**config.mk**
```make
export PLATFORM = sky130hd
export DESIGN_NAME = stepgen_seg
export DESIGN_NICKNAME = d
export VERILOG_FILES = /design/src/rtl/stepgen_pkg.sv /design/src/rtl/seg_fifo.sv /design/src/rtl/stepgen_seg.sv
export SDC_FILE = /design/constraint.sdc
export NUM_CORES = 1
export LEC_CHECK = 0
export CAP_MARGIN = 5
export CORE_MARGIN = 8
export CORE_UTILIZATION = 52
export CTS_CLUSTER_SIZE = 20
export DETAILED_ROUTE_END_ITERATION = 10
export PLACE_DENSITY = 0.7
export SKIP_CTS_REPAIR_TIMING = 1
export SYNTH_ARGS = -nofsm -noshare
export SYNTH_HDL_FRONTEND = slang
export SYNTH_HIERARCHICAL = 1
export SYNTH_SLANG_ARGS = --single-unit
```
**constraint.sdc**
```tcl
create_clock -name clk -period 8.4 [get_ports clk]
set_input_delay 1.26 -clock clk [delete_from_list [all_inputs] [get_ports clk]]
set_output_delay 1.26 -clock clk [all_outputs]
set_load 0.05 [all_outputs]
```
**src/rtl/stepgen_pkg.sv**
```systemverilog
// Shared types and constants for the segment-driven step/dir pulse generator.
package stepgen_pkg;

  // Sequencer states; the segment-end decision is combinational and has no state of its own.
  typedef enum logic [2:0] {
    ST_IDLE  = 3'd0,
    ST_LOAD  = 3'd1,
    ST_DHOLD = 3'd2,
    ST_HIGH  = 3'd3,
    ST_LOW   = 3'd4
  } state_e;

  // Host write addresses.
  localparam logic [1:0] WA_PERIOD = 2'd0;
  localparam logic [1:0] WA_DELTA  = 2'd1;
  localparam logic [1:0] WA_PUSH   = 2'd2;
  localparam logic [1:0] WA_CTRL   = 2'd3;

  // Host read addresses.
  localparam logic [1:0] RA_LEVEL  = 2'd0;
  localparam logic [1:0] RA_COUNT  = 2'd1;
  localparam logic [1:0] RA_PERIOD = 2'd2;
  localparam logic [1:0] RA_STATUS = 2'd3;

  // Control register bit positions.
  localparam int unsigned CTRL_ABORT = 0;
  localparam int unsigned CTRL_CLR   = 1;

  // Width of one queued segment record {dir, count, period_low, delta}.
  function automatic int unsigned seg_width(input int unsigned cnt_w, input int unsigned per_w);
    return 1 + cnt_w + 2 * per_w;
  endfunction

endpackage

```
**src/rtl/seg_fifo.sv**
```systemverilog
// Synchronous FIFO for motion segments with simultaneous push/pop and flush.
module seg_fifo #(
  parameter int unsigned WIDTH = 8,
  parameter int unsigned DEPTH = 4
) (
  input  logic                       clk,
  input  logic                       rst_n,
  input  logic                       push,
  input  logic                       pop,
  input  logic                       flush,
  input  logic [WIDTH-1:0]           din,
  output logic [WIDTH-1:0]           dout,
  output logic                       full,
  output logic                       empty,
  output logic [$clog2(DEPTH):0]     level
);

  localparam int unsigned AW = $clog2(DEPTH);

  logic [WIDTH-1:0] mem_q [DEPTH];
  logic [AW-1:0]    wr_ptr_q, wr_ptr_d;
  logic [AW-1:0]    rd_ptr_q, rd_ptr_d;
  logic [AW:0]      level_q, level_d;
  logic             push_ok, pop_ok;

  assign full  = (level_q == (AW+1)'(DEPTH));
  assign empty = (level_q == '0);
  assign level = level_q;
  assign dout  = mem_q[rd_ptr_q];

  // A push into a full FIFO is only taken when a pop frees the head slot in the same clk.
  assign pop_ok  = pop & ~empty & ~flush;
  assign push_ok = push & (~full | pop_ok) & ~flush;

  // Pointer and level update.
  always_comb begin
    wr_ptr_d = wr_ptr_q;
    rd_ptr_d = rd_ptr_q;
    level_d  = level_q;
    if (flush) begin
      wr_ptr_d = '0;
      rd_ptr_d = '0;
      level_d  = '0;
    end else begin
      if (push_ok) wr_ptr_d = wr_ptr_q + AW'(1);
      if (pop_ok)  rd_ptr_d = rd_ptr_q + AW'(1);
      case ({push_ok, pop_ok})
        2'b10:   level_d = level_q + (AW+1)'(1);
        2'b01:   level_d = level_q - (AW+1)'(1);
        default: level_d = level_q;
      endcase
    end
  end

  // Pointer and level registers.
  always_ff @(posedge clk or negedge rst_n) begin
    if (!rst_n) begin
      wr_ptr_q <= '0;
      rd_ptr_q <= '0;
      level_q  <= '0;
    end else begin
      wr_ptr_q <= wr_ptr_d;
      rd_ptr_q <= rd_ptr_d;
      level_q  <= level_d;
    end
  end

  // Storage array; contents are don't-care while the slot is empty.
  always_ff @(posedge clk) begin
    if (push_ok) mem_q[wr_ptr_q] <= din;
  end

endmodule

```
**src/rtl/stepgen_seg.sv**
```systemverilog
// Single-axis step/dir generator executing queued motion segments back-to-back,
// with dir-hold timing and a clamped linear period ramp.
module stepgen_seg
  import stepgen_pkg::*;
#(
  parameter int unsigned CNT_W  = 10,
  parameter int unsigned PER_W  = 16,
  parameter int unsigned HIGH_W = 5,
  parameter int unsigned HOLD_W = 5,
  parameter int unsigned DEPTH  = 4,
  parameter int unsigned LOW_WM = 1
) (
  input  logic              clk,
  input  logic              rst_n,
  input  logic              tick,
  input  logic              wr_en,
  input  logic [1:0]        wr_addr,
  input  logic [15:0]       wr_data,
  input  logic [1:0]        rd_addr,
  output logic [15:0]       rd_data,
  input  logic [HIGH_W-1:0] pulse_high,
  input  logic [HOLD_W-1:0] dir_hold,
  input  logic              hold_in,
  output logic              step,
  output logic              dir,
  output logic              dir_change,
  output logic              busy,
  output logic              buf_low,
  output logic              fifo_full
);

  localparam int unsigned SEG_W = seg_width(CNT_W, PER_W);
  localparam int unsigned LVL_W = $clog2(DEPTH) + 1;

  state_e             state_q, state_d;
  logic               tick_q;
  logic [PER_W-1:0]   per_stg_q, per_stg_d;
  logic [PER_W-1:0]   dlt_stg_q, dlt_stg_d;
  logic [SEG_W-1:0]   seg_q, seg_d;
  logic               dir_q, dir_d;
  logic               dir_change_q, dir_change_d;
  logic               step_q, step_d;
  logic [CNT_W-1:0]   cnt_q, cnt_d;
  logic [PER_W-1:0]   cur_per_q, cur_per_d;
  logic [PER_W-1:0]   dlt_q, dlt_d;
  logic [HOLD_W-1:0]  hold_cnt_q, hold_cnt_d;
  logic [HIGH_W-1:0]  high_cnt_q, high_cnt_d;
  logic [PER_W-1:0]   low_cnt_q, low_cnt_d;
  logic               ovf_q, ovf_d;
  logic               unf_q, unf_d;

  logic               tick_go;
  logic               wr_push, wr_ctrl, abort, clr_flags;
  logic               fifo_pop, fifo_empty;
  logic [SEG_W-1:0]   fifo_dout;
  logic [LVL_W-1:0]   fifo_level;
  logic               seg_dir;
  logic [CNT_W-1:0]   seg_cnt;
  logic [PER_W-1:0]   seg_per, seg_dlt;
  logic [HIGH_W-1:0]  high_init;
  logic [PER_W+1:0]   per_sum;
  logic [PER_W-1:0]   per_next;
  logic               go_high, seg_end;

  assign tick_go   = tick & ~tick_q & ~hold_in;
  assign wr_push   = wr_en & (wr_addr == WA_PUSH);
  assign wr_ctrl   = wr_en & (wr_addr == WA_CTRL);
  assign abort     = wr_ctrl & wr_data[CTRL_ABORT];
  assign clr_flags = wr_ctrl & wr_data[CTRL_CLR];

  assign seg_dir   = seg_q[SEG_W-1];
  assign seg_cnt   = seg_q[SEG_W-2 -: CNT_W];
  assign seg_per   = seg_q[2*PER_W-1 -: PER_W];
  assign seg_dlt   = seg_q[PER_W-1:0];

  assign high_init = (pulse_high == '0) ? HIGH_W'(1) : pulse_high;

  seg_fifo #(
    .WIDTH(SEG_W),
    .DEPTH(DEPTH)
  ) u_fifo (
    .clk   (clk),
    .rst_n (rst_n),
    .push  (wr_push),
    .pop   (fifo_pop),
    .flush (abort),
    .din   ({wr_data[15], wr_data[CNT_W-1:0], per_stg_q, dlt_stg_q}),
    .dout  (fifo_dout),
    .full  (fifo_full),
    .empty (fifo_empty),
    .level (fifo_level)
  );

  // Two guard bits: the top one flags a negative sum, the next one overflow past 2^PER_W-1.
  assign per_sum = {2'b00, cur_per_q} + {{2{dlt_q[PER_W-1]}}, dlt_q};

  // Clamp the ramped period into 1 .. 2^PER_W-1.
  always_comb begin
    if (per_sum[PER_W+1] || (per_sum == '0)) per_next = PER_W'(1);
    else if (per_sum[PER_W])                 per_next = '1;
    else                                     per_next = per_sum[PER_W-1:0];
  end

  // Staging registers, segment sequencer and sticky flags.
  always_comb begin
    state_d      = state_q;
    per_stg_d    = per_stg_q;
    dlt_stg_d    = dlt_stg_q;
    dir_d        = dir_q;
    dir_change_d = 1'b0;
    cnt_d        = cnt_q;
    cur_per_d    = cur_per_q;
    dlt_d        = dlt_q;
    hold_cnt_d   = hold_cnt_q;
    high_cnt_d   = high_cnt_q;
    low_cnt_d    = low_cnt_q;
    ovf_d        = ovf_q;
    unf_d        = unf_q;
    fifo_pop     = 1'b0;
    go_high      = 1'b0;
    seg_end      = 1'b0;

    if (wr_en && (wr_addr == WA_PERIOD)) per_stg_d = wr_data[PER_W-1:0];
    if (wr_en && (wr_addr == WA_DELTA))  dlt_stg_d = wr_data[PER_W-1:0];

    case (state_q)
      ST_IDLE: begin
        if (!fifo_empty && !hold_in) begin
          fifo_pop = 1'b1;
          state_d  = ST_LOAD;
        end
      end
      ST_LOAD: begin
        cnt_d     = seg_cnt;
        cur_per_d = (seg_per == '0) ? PER_W'(1) : seg_per;
        dlt_d     = seg_dlt;
        if (seg_dir != dir_q) begin
          dir_d        = seg_dir;
          dir_change_d = 1'b1;
          hold_cnt_d   = dir_hold;
          state_d      = ST_DHOLD;
        end else if (seg_cnt == '0) begin
          seg_end = 1'b1;
        end else begin
          go_high = 1'b1;
        end
      end
      ST_DHOLD: begin
        if ((hold_cnt_q == '0) || (tick_go && (hold_cnt_q == HOLD_W'(1)))) begin
          hold_cnt_d = '0;
          if (cnt_q == '0) seg_end = 1'b1;
          else             go_high = 1'b1;
        end else if (tick_go) begin
          hold_cnt_d = hold_cnt_q - HOLD_W'(1);
        end
      end
      ST_HIGH: begin
        if (tick_go) begin
          if (high_cnt_q == HIGH_W'(1)) begin
            low_cnt_d = cur_per_q;
            state_d   = ST_LOW;
          end else begin
            high_cnt_d = high_cnt_q - HIGH_W'(1);
          end
        end
      end
      ST_LOW: begin
        if (tick_go) begin
          if (low_cnt_q == PER_W'(1)) begin
            cnt_d     = cnt_q - CNT_W'(1);
            cur_per_d = per_next;
            if (cnt_q == CNT_W'(1)) seg_end = 1'b1;
            else                    go_high = 1'b1;
          end else begin
            low_cnt_d = low_cnt_q - PER_W'(1);
          end
        end
      end
      default: state_d = ST_IDLE;
    endcase

    if (go_high) begin
      high_cnt_d = high_init;
      state_d    = ST_HIGH;
    end

    // Segment end chains straight into the next LOAD so no tick is lost between segments.
    if (seg_end) begin
      if (!fifo_empty && !hold_in) begin
        fifo_pop = 1'b1;
        state_d  = ST_LOAD;
      end else begin
        state_d = ST_IDLE;
        if (fifo_empty) unf_d = 1'b1;
      end
    end

    if (wr_push && fifo_full && !fifo_pop) ovf_d = 1'b1;

    if (abort) begin
      state_d      = ST_IDLE;
      fifo_pop     = 1'b0;
      dir_d        = dir_q;
      dir_change_d = 1'b0;
    end

    if (clr_flags) begin
      ovf_d = 1'b0;
      unf_d = 1'b0;
    end
  end

  assign seg_d  = fifo_pop ? fifo_dout : seg_q;
  assign step_d = (state_d == ST_HIGH);

  // State and datapath registers.
  always_ff @(posedge clk or negedge rst_n) begin
    if (!rst_n) begin
      state_q      <= ST_IDLE;
      tick_q       <= 1'b0;
      per_stg_q    <= '0;
      dlt_stg_q    <= '0;
      seg_q        <= '0;
      dir_q        <= 1'b0;
      dir_change_q <= 1'b0;
      step_q       <= 1'b0;
      cnt_q        <= '0;
      cur_per_q    <= '0;
      dlt_q        <= '0;
      hold_cnt_q   <= '0;
      high_cnt_q   <= '0;
      low_cnt_q    <= '0;
      ovf_q        <= 1'b0;
      unf_q        <= 1'b0;
    end else begin
      state_q      <= state_d;
      tick_q       <= tick;
      per_stg_q    <= per_stg_d;
      dlt_stg_q    <= dlt_stg_d;
      seg_q        <= seg_d;
      dir_q        <= dir_d;
      dir_change_q <= dir_change_d;
      step_q       <= step_d;
      cnt_q        <= cnt_d;
      cur_per_q    <= cur_per_d;
      dlt_q        <= dlt_d;
      hold_cnt_q   <= hold_cnt_d;
      high_cnt_q   <= high_cnt_d;
      low_cnt_q    <= low_cnt_d;
      ovf_q        <= ovf_d;
      unf_q        <= unf_d;
    end
  end

  assign step       = step_q;
  assign dir        = dir_q;
  assign dir_change = dir_change_q;
  assign busy       = (state_q != ST_IDLE);
  assign buf_low    = (fifo_level <= LVL_W'(LOW_WM));

  // Host status read mux.
  always_comb begin
    case (rd_addr)
      RA_LEVEL:  rd_data = 16'(fifo_level);
      RA_COUNT:  rd_data = 16'(cnt_q);
      RA_PERIOD: rd_data = 16'(cur_per_q);
      default:   rd_data = {12'd0, ovf_q, unf_q, busy, dir_q};
    endcase
  end

endmodule

```
== Word-level counts from Yosys, hierarchy flattened ==
Memory sizes are Yosys's and may differ from the RTL's. A register that Yosys moved wholly into a read port is not among the register bits.
Index checks and enable logic that the tools add are counted.
W data, S select, Z words.
Word-level totals
  register bits after elaboration: 116
  memory bits (writable): 172
  input bits: 35
  output and inout bits: 22
  memories kept: 1
Memories
  u_fifo.mem_q: depth 4, width 43, read ports 1, clocked after memory_dff 1, wr ports 1, RTL line seg_fifo.sv:20  | logic [WIDTH-1:0] mem_q [DEPTH];
Cells by class
  $add $sub $neg: 9
  order comparisons: 1
  eq/ne operators: 27
  mux-type cells: 71
  bitwise gates (word level): 16
  reductions and logical operators: 41
Operator list (number)
  $mux W16: 9
  $pmux W16 S2: 2
  $pmux W16 S3: 1
  $mux W5: 8
  $mux W1: 31
  $mux W3: 8
  $logic_not A10 Y1: 2
  $mux W10: 2
  $pmux W10 S2: 1
  $reduce_bool A2 Y1: 10
  $add A17 B16 Y18: 1
  $logic_not A18 Y1: 1
  $eq A16 B1 Y1 const B: 1
  $logic_not A16 Y1: 1
  $ne A2 B2 Y1 const B: 8
  $sub A16 B1 Y16 const B: 1
  $reduce_and A3 Y1: 5
  $pmux W3 S4: 1
  $and A1 B1 Y1: 10
  $eq A10 B1 Y1 const B: 1
  $eq A5 B1 Y1 const B: 2
  $logic_not A5 Y1: 2
  $pmux W5 S2: 1
  $sub A10 B1 Y10 const B: 1
  other kinds (25): 55

== Longest topological paths before layout ==
  word-level depth: 17
  mapped depth: 16

== Modules after synthesis ==
The synthesis kept the hierarchy.
By module, submodules not included
  stepgen_seg: instances 1, cells each 750, area each 7932.6 um^2, seq. area each 3803.6 um^2
  seg_fifo: instances 1, cells each 289, area each 6750.2 um^2, seq. area each 5340.1 um^2

== Worst setup path after synthesis ==
Ideal clock, no wire load.
  path kind: in2reg
  start point: input port tick
  end point: memory u_fifo/mem_q[0][0] (netlist name), enable pin
  library setup time: 0.405 ns
  data arrival time: 4.588 ns
  slack: 3.407 ns
  cell stages on the path: 12
  path buffers: 2
  cell sequence: nor3b_1 -> a21oi_1 -> nor2b_1 -> nand4_1 -> o221ai_2 -> nor2b_2 -> nor4_4 -> buf_6 -> buf_2 -> nor4b_2 -> nor3_1 -> and2_1
On the way
  cells in the longest elaborated chain, start to end: 15
  elaborated cells between the ends (all ways): 16
Ends and longest elaborated chain
  start, declared: RTL line stepgen_seg.sv:15  | input logic tick,
  $and A1 B1 Y1 * (2 in series): RTL line stepgen_seg.sv:65  | assign tick_go = tick & ~tick_q & ~hold_in;
  $logic_and A1 B1 Y1: RTL line stepgen_seg.sv:149  | if ((hold_cnt_q == '0) || (tick_go && (hold_cnt_q == HOLD_W'(1)))) begin
  $logic_or A1 B1 Y1: RTL line stepgen_seg.sv:149
  $mux W1: RTL line stepgen_seg.sv:149
  $pmux W1 S3 *: RTL line stepgen_seg.sv:126  | case (state_q)
  $mux W1 *: RTL line stepgen_seg.sv:188  | if (seg_end) begin
  $mux W1 *: RTL line stepgen_seg.sv:200  | if (abort) begin
  named net fifo_pop: RTL line stepgen_seg.sv:54  | logic fifo_pop, fifo_empty;
  $and A1 B1 Y1 * (2 in series): RTL line seg_fifo.sv:32  | assign pop_ok = pop & ~empty & ~flush;
  $or A1 B1 Y1 *: RTL line seg_fifo.sv:33  | assign push_ok = push & (~full | pop_ok) & ~flush;
  $and A1 B1 Y1 * (2 in series): RTL line seg_fifo.sv:33
  $mux W1 *: RTL line seg_fifo.sv:70  | if (push_ok) mem_q[wr_ptr_q] <= din;
  $mux W1 (implied by the code) *: RTL line seg_fifo.sv:70
  end, declared: RTL line seg_fifo.sv:20
Mark *: on every way through the listed nets, which the timed path passes. The rest lies on a longest branch.

== Worst setup path after layout ==
  start point: input port hold_in
  end point: memory u_fifo/mem_q[1][26] (netlist name), enable pin
On the way
  cells in the longest elaborated chain, start to end: 15
  elaborated cells between the ends (all ways): 21
Ends and longest elaborated chain
  start, declared: RTL line stepgen_seg.sv:23  | input logic hold_in,
  $not A1 Y1: RTL line stepgen_seg.sv:65
  $and A1 B1 Y1: RTL line stepgen_seg.sv:65
  $logic_and A1 B1 Y1: RTL line stepgen_seg.sv:149
  $logic_or A1 B1 Y1: RTL line stepgen_seg.sv:149
  $mux W1: RTL line stepgen_seg.sv:149
  $pmux W1 S3: RTL line stepgen_seg.sv:126
  $mux W1 *: RTL line stepgen_seg.sv:188
  $mux W1 *: RTL line stepgen_seg.sv:200
  $and A1 B1 Y1 * (2 in series): RTL line seg_fifo.sv:32
  $or A1 B1 Y1 *: RTL line seg_fifo.sv:33
  $and A1 B1 Y1 * (2 in series): RTL line seg_fifo.sv:33
  $mux W1 *: RTL line seg_fifo.sv:70
  $mux W1 (implied by the code) *: RTL line seg_fifo.sv:70
Mark *: on every way between the ends. The rest lies on a longest branch, timed or not.

==> impl_metrics.json <==
{
  "outcome": "finished, final reports clean",
  "track_usage": 0.1812,
  "yosysWarningCount": 6,
  "cts_buffers": 35,
  "syn2layout_area_growth_pct": 13.96,
  "seqCellArea_mm2": 0.009146,
  "io_buffer_count": 56,
  "synthesis.nets": 1107,
  "ys_seq_area_frac": 0.6228,
  "io_pins": 57,
  "num_vias": 8749,
  "crit_path_end_kind": "flop",
  "die_h_um": 184.0,
  "grt_pass1_wl_um": 48620,
  "ys_seq_elements": 331,
  "antenna_cells": 0,
  "overflow": 0,
  "initial_utilization": 0.5285,
  "wl_per_cell_um": 20.04,
  "maxSlewHeadroom": 0.1698,
  "syn_area_per_cell_um2": 14.13,
  "clk_pin_slew_worst_paths_ps": 60,
  "setup_violations": 0,
  "routed_via_density": 5.825,
  "yosys.area.top_type": "edfxtp_1",
  "power.leakage_nw": 6.299,
  "peakVddDrop_mv": 0.1781,
  "syn_inst": 1039,
  "cts-root-buf": "clkbuf_16",
  "cts_buffer_depth": 3,
  "synth-main-ff-cell": "edfxtp_1",
  "antenna_found_initial": 0,
  "setup_tns_ps": 0,
  "hold_viol": 0,
  "netlist.area_leader.share": 0.3518,
  "drc": 0,
  "fin_worst_skew_ps": 23.84,
  "rows": 61,
  "max_freq_ghz": 0.1811,
  "power_per_cell_area_mw_per_mm2": 359.3,
  "coreArea_mm2": 0.02778,
  "crit_fanout": 53,
  "multi_input_area_mm2": 0.005253,
  "setup_slack_ps": 2878,
  "async_flop_share": 0.4804,
  "period_needed_ps": 5522,
  "ant_nets": 0,
  "ys_top_cells_by_area": "edfxtp_1 (35%), dfrtp_1 (27%), mux2_2 (7.1%)",
  "rsz0062_at_grt": "no",
  "worstSetupStartpointType": "input port",
  "drive_above_1_share": 0.2020,
  "netlist_area_mm2": 0.01468,
  "crit_type": "in2reg",
  "n_fill_cell": 2176,
  "dp_slack_ps": 2369,
  "grt_max_degree": 75,
  "hpwl_um": 19740,
  "min_path_type": "reg2reg",
  "cts_tree": "done",
  "htree_levels": 2,
  "cp.arrival_ps": 5670,
  "max_slew.worst_pin.slew_ps": 1236,
  "grt_pass1_vias": 8785,
  "fin_crit_sh": 0.6573,
  "die_w_um": 184.0,
  "slew_violations": 0,
  "ys_types": 66,
  "maxCapViolations": 0,
  "cp.required_ps": 8540,
  "nNetsFinal": 1165,
  "first_pass_iters": 5,
  "clock-sinks": 331,
  "place_congestion": 0.8753,
  "drt_iter0_markers": 726,
  "synth_edf_count": 172,
  "routed_wl_um": 30100,
  "dieArea_mm2": 0.03387,
  "clk_latency_ps": 530
}
==> sequential cells by signal (all words and copies together) (netlist names), 5 cells and up <==
| name | count |
|---|---|
| u_fifo/mem_q | 172 |
| seg_q | 43 |
| cur_per_q | 16 |
| dlt_q | 16 |
| dlt_stg_q | 16 |
| low_cnt_q | 16 |
| per_stg_q | 16 |
| cnt_q | 10 |
| high_cnt_q | 5 |
| hold_cnt_q | 5 |
==> routing by layer <==
metal / vias up / global-route usage / wire (um)
met4: 0 / 0.05324 / 597
met5: - / 0 / 0
met3: 43 / 0.02628 / 1279
li1: 4091 / - / -
met2: 209 / 0.2879 / 14190
met1: 4406 / 0.2571 / 14030
==> layout make-up <==
cell class	count	share of cell area
Timing Repair Buffer	67	0.03851
Sequential cell	331	0.5466
Inverter	21	0.004711
Multi-Input combinational cell	641	0.3139
Clock buffer	49	0.05668
Tap cell	378	0.02827
Clock inverter	15	0.01129
==> worst max-delay path, cell delays in order <==
cell             delay, ps
clkdlybuf4s50_1        490
nor3b_1                830
a21oi_1                200
nor2b_1                260
nand4_1                150
o221ai_2               150
nor2b_2                100
nor4_4                 150
buf_4                  560
nor4b_2                160
nor3_1                 310
and2_2                 970
==> synth_stat cells (all sizes together), types with 6 or more instances <==
master    n
a211oi    6
a21o      7
a21oi    64
a22o      7
a22oi    10
a31oi    12
and2     14
and3     22
buf      17
clkbuf   29
dfrtp   159
edfxtp  172
ha       31
inv      21
mux2     94
mux4     46
nand2    29
nand2b    6
nand3    10
nand4     6
nor2     85
nor2b     6
nor3     19
nor4     16
o21ai    70
or3       6
xnor2    16
xor2      8
==> worst paths after layout <==
check	start	to	slack, ps	depth (start not counted)
worst min-delay path	seg_q[8]	seg_q[8]	500	1
worst max register to register	tick_q	u_fifo/mem_q[1][26]	3770	11
min in group asynchronous	rst_n	low_cnt_q[14]	780	1
max in group asynchronous	rst_n	u_fifo/rd_ptr_q[1]	5870	3
worst max-delay path	hold_in	u_fifo/mem_q[1][26]	2880	12
worst min register to register	seg_q[8]	seg_q[8]	500	1
==> cells in the final DEF (no fill, tap or decap), types with 11 or more instances in the layout <==
master / netlist / routed
edfxtp_1: 172 / 172
clkbuf_16: 0 / 35
mux4_2: 46 / 46
ha_1: 31 / 31
nor3_1: 18 / 18
xnor2_1: 16 / 16
clkbuf_1: 29 / 12
nor2_1: 85 / 84
buf_4: 4 / 11
a31oi_1: 12 / 12
nand2_1: 29 / 28
a21oi_1: 64 / 64
nor4_1: 14 / 14
and3_1: 21 / 21
mux2_2: 93 / 93
dfrtp_1: 159 / 157
clkdlybuf4s50_1: 0 / 55
o21ai_0: 68 / 67
inv_1: 21 / 21
==> kinds of logic (layout without fill, tap and decap cells) <==
kind of cell,count (synthesis),after routing,share of synthesized area
XOR/XNOR,24,24,0.01432
flip-flops,331,331,0.6228
buffers and inverters,67,152,0.02088
AO/OA/AOI/OAI,208,208,0.08573
AND/OR/NAND/NOR,236,236,0.08453
adder cells (fa/ha/maj),33,33,0.02914
multiplexers,140,140,0.1426
==> metrics by stage <==
step                      cells  area [um^2]  hold WS (ps)  power (mW)  utilization
after floorplan            1039        14680         460.3       3.965            -
after global placement     1438        15600         487.3       4.473       0.5613
after detailed placement   1438        15600         492.2       4.521       0.5613
after CTS                  1502        16730         506.3       6.048       0.6023
after global routing       1502        16730         512.2       6.373       0.6023
final                      1502        16730         502.9       6.011       0.6023
==> report_power, final <==
part	internal [mW]	leakage [nW]	switching, mW	total, mW
registers	2.09	3.50	0.377	2.47
logic	0.932	2.24	1.10	2.03
clock network	0.892	0.558	0.618	1.51
total	3.92	6.30	2.09	6.01
(Power assumes the default switching activity.)
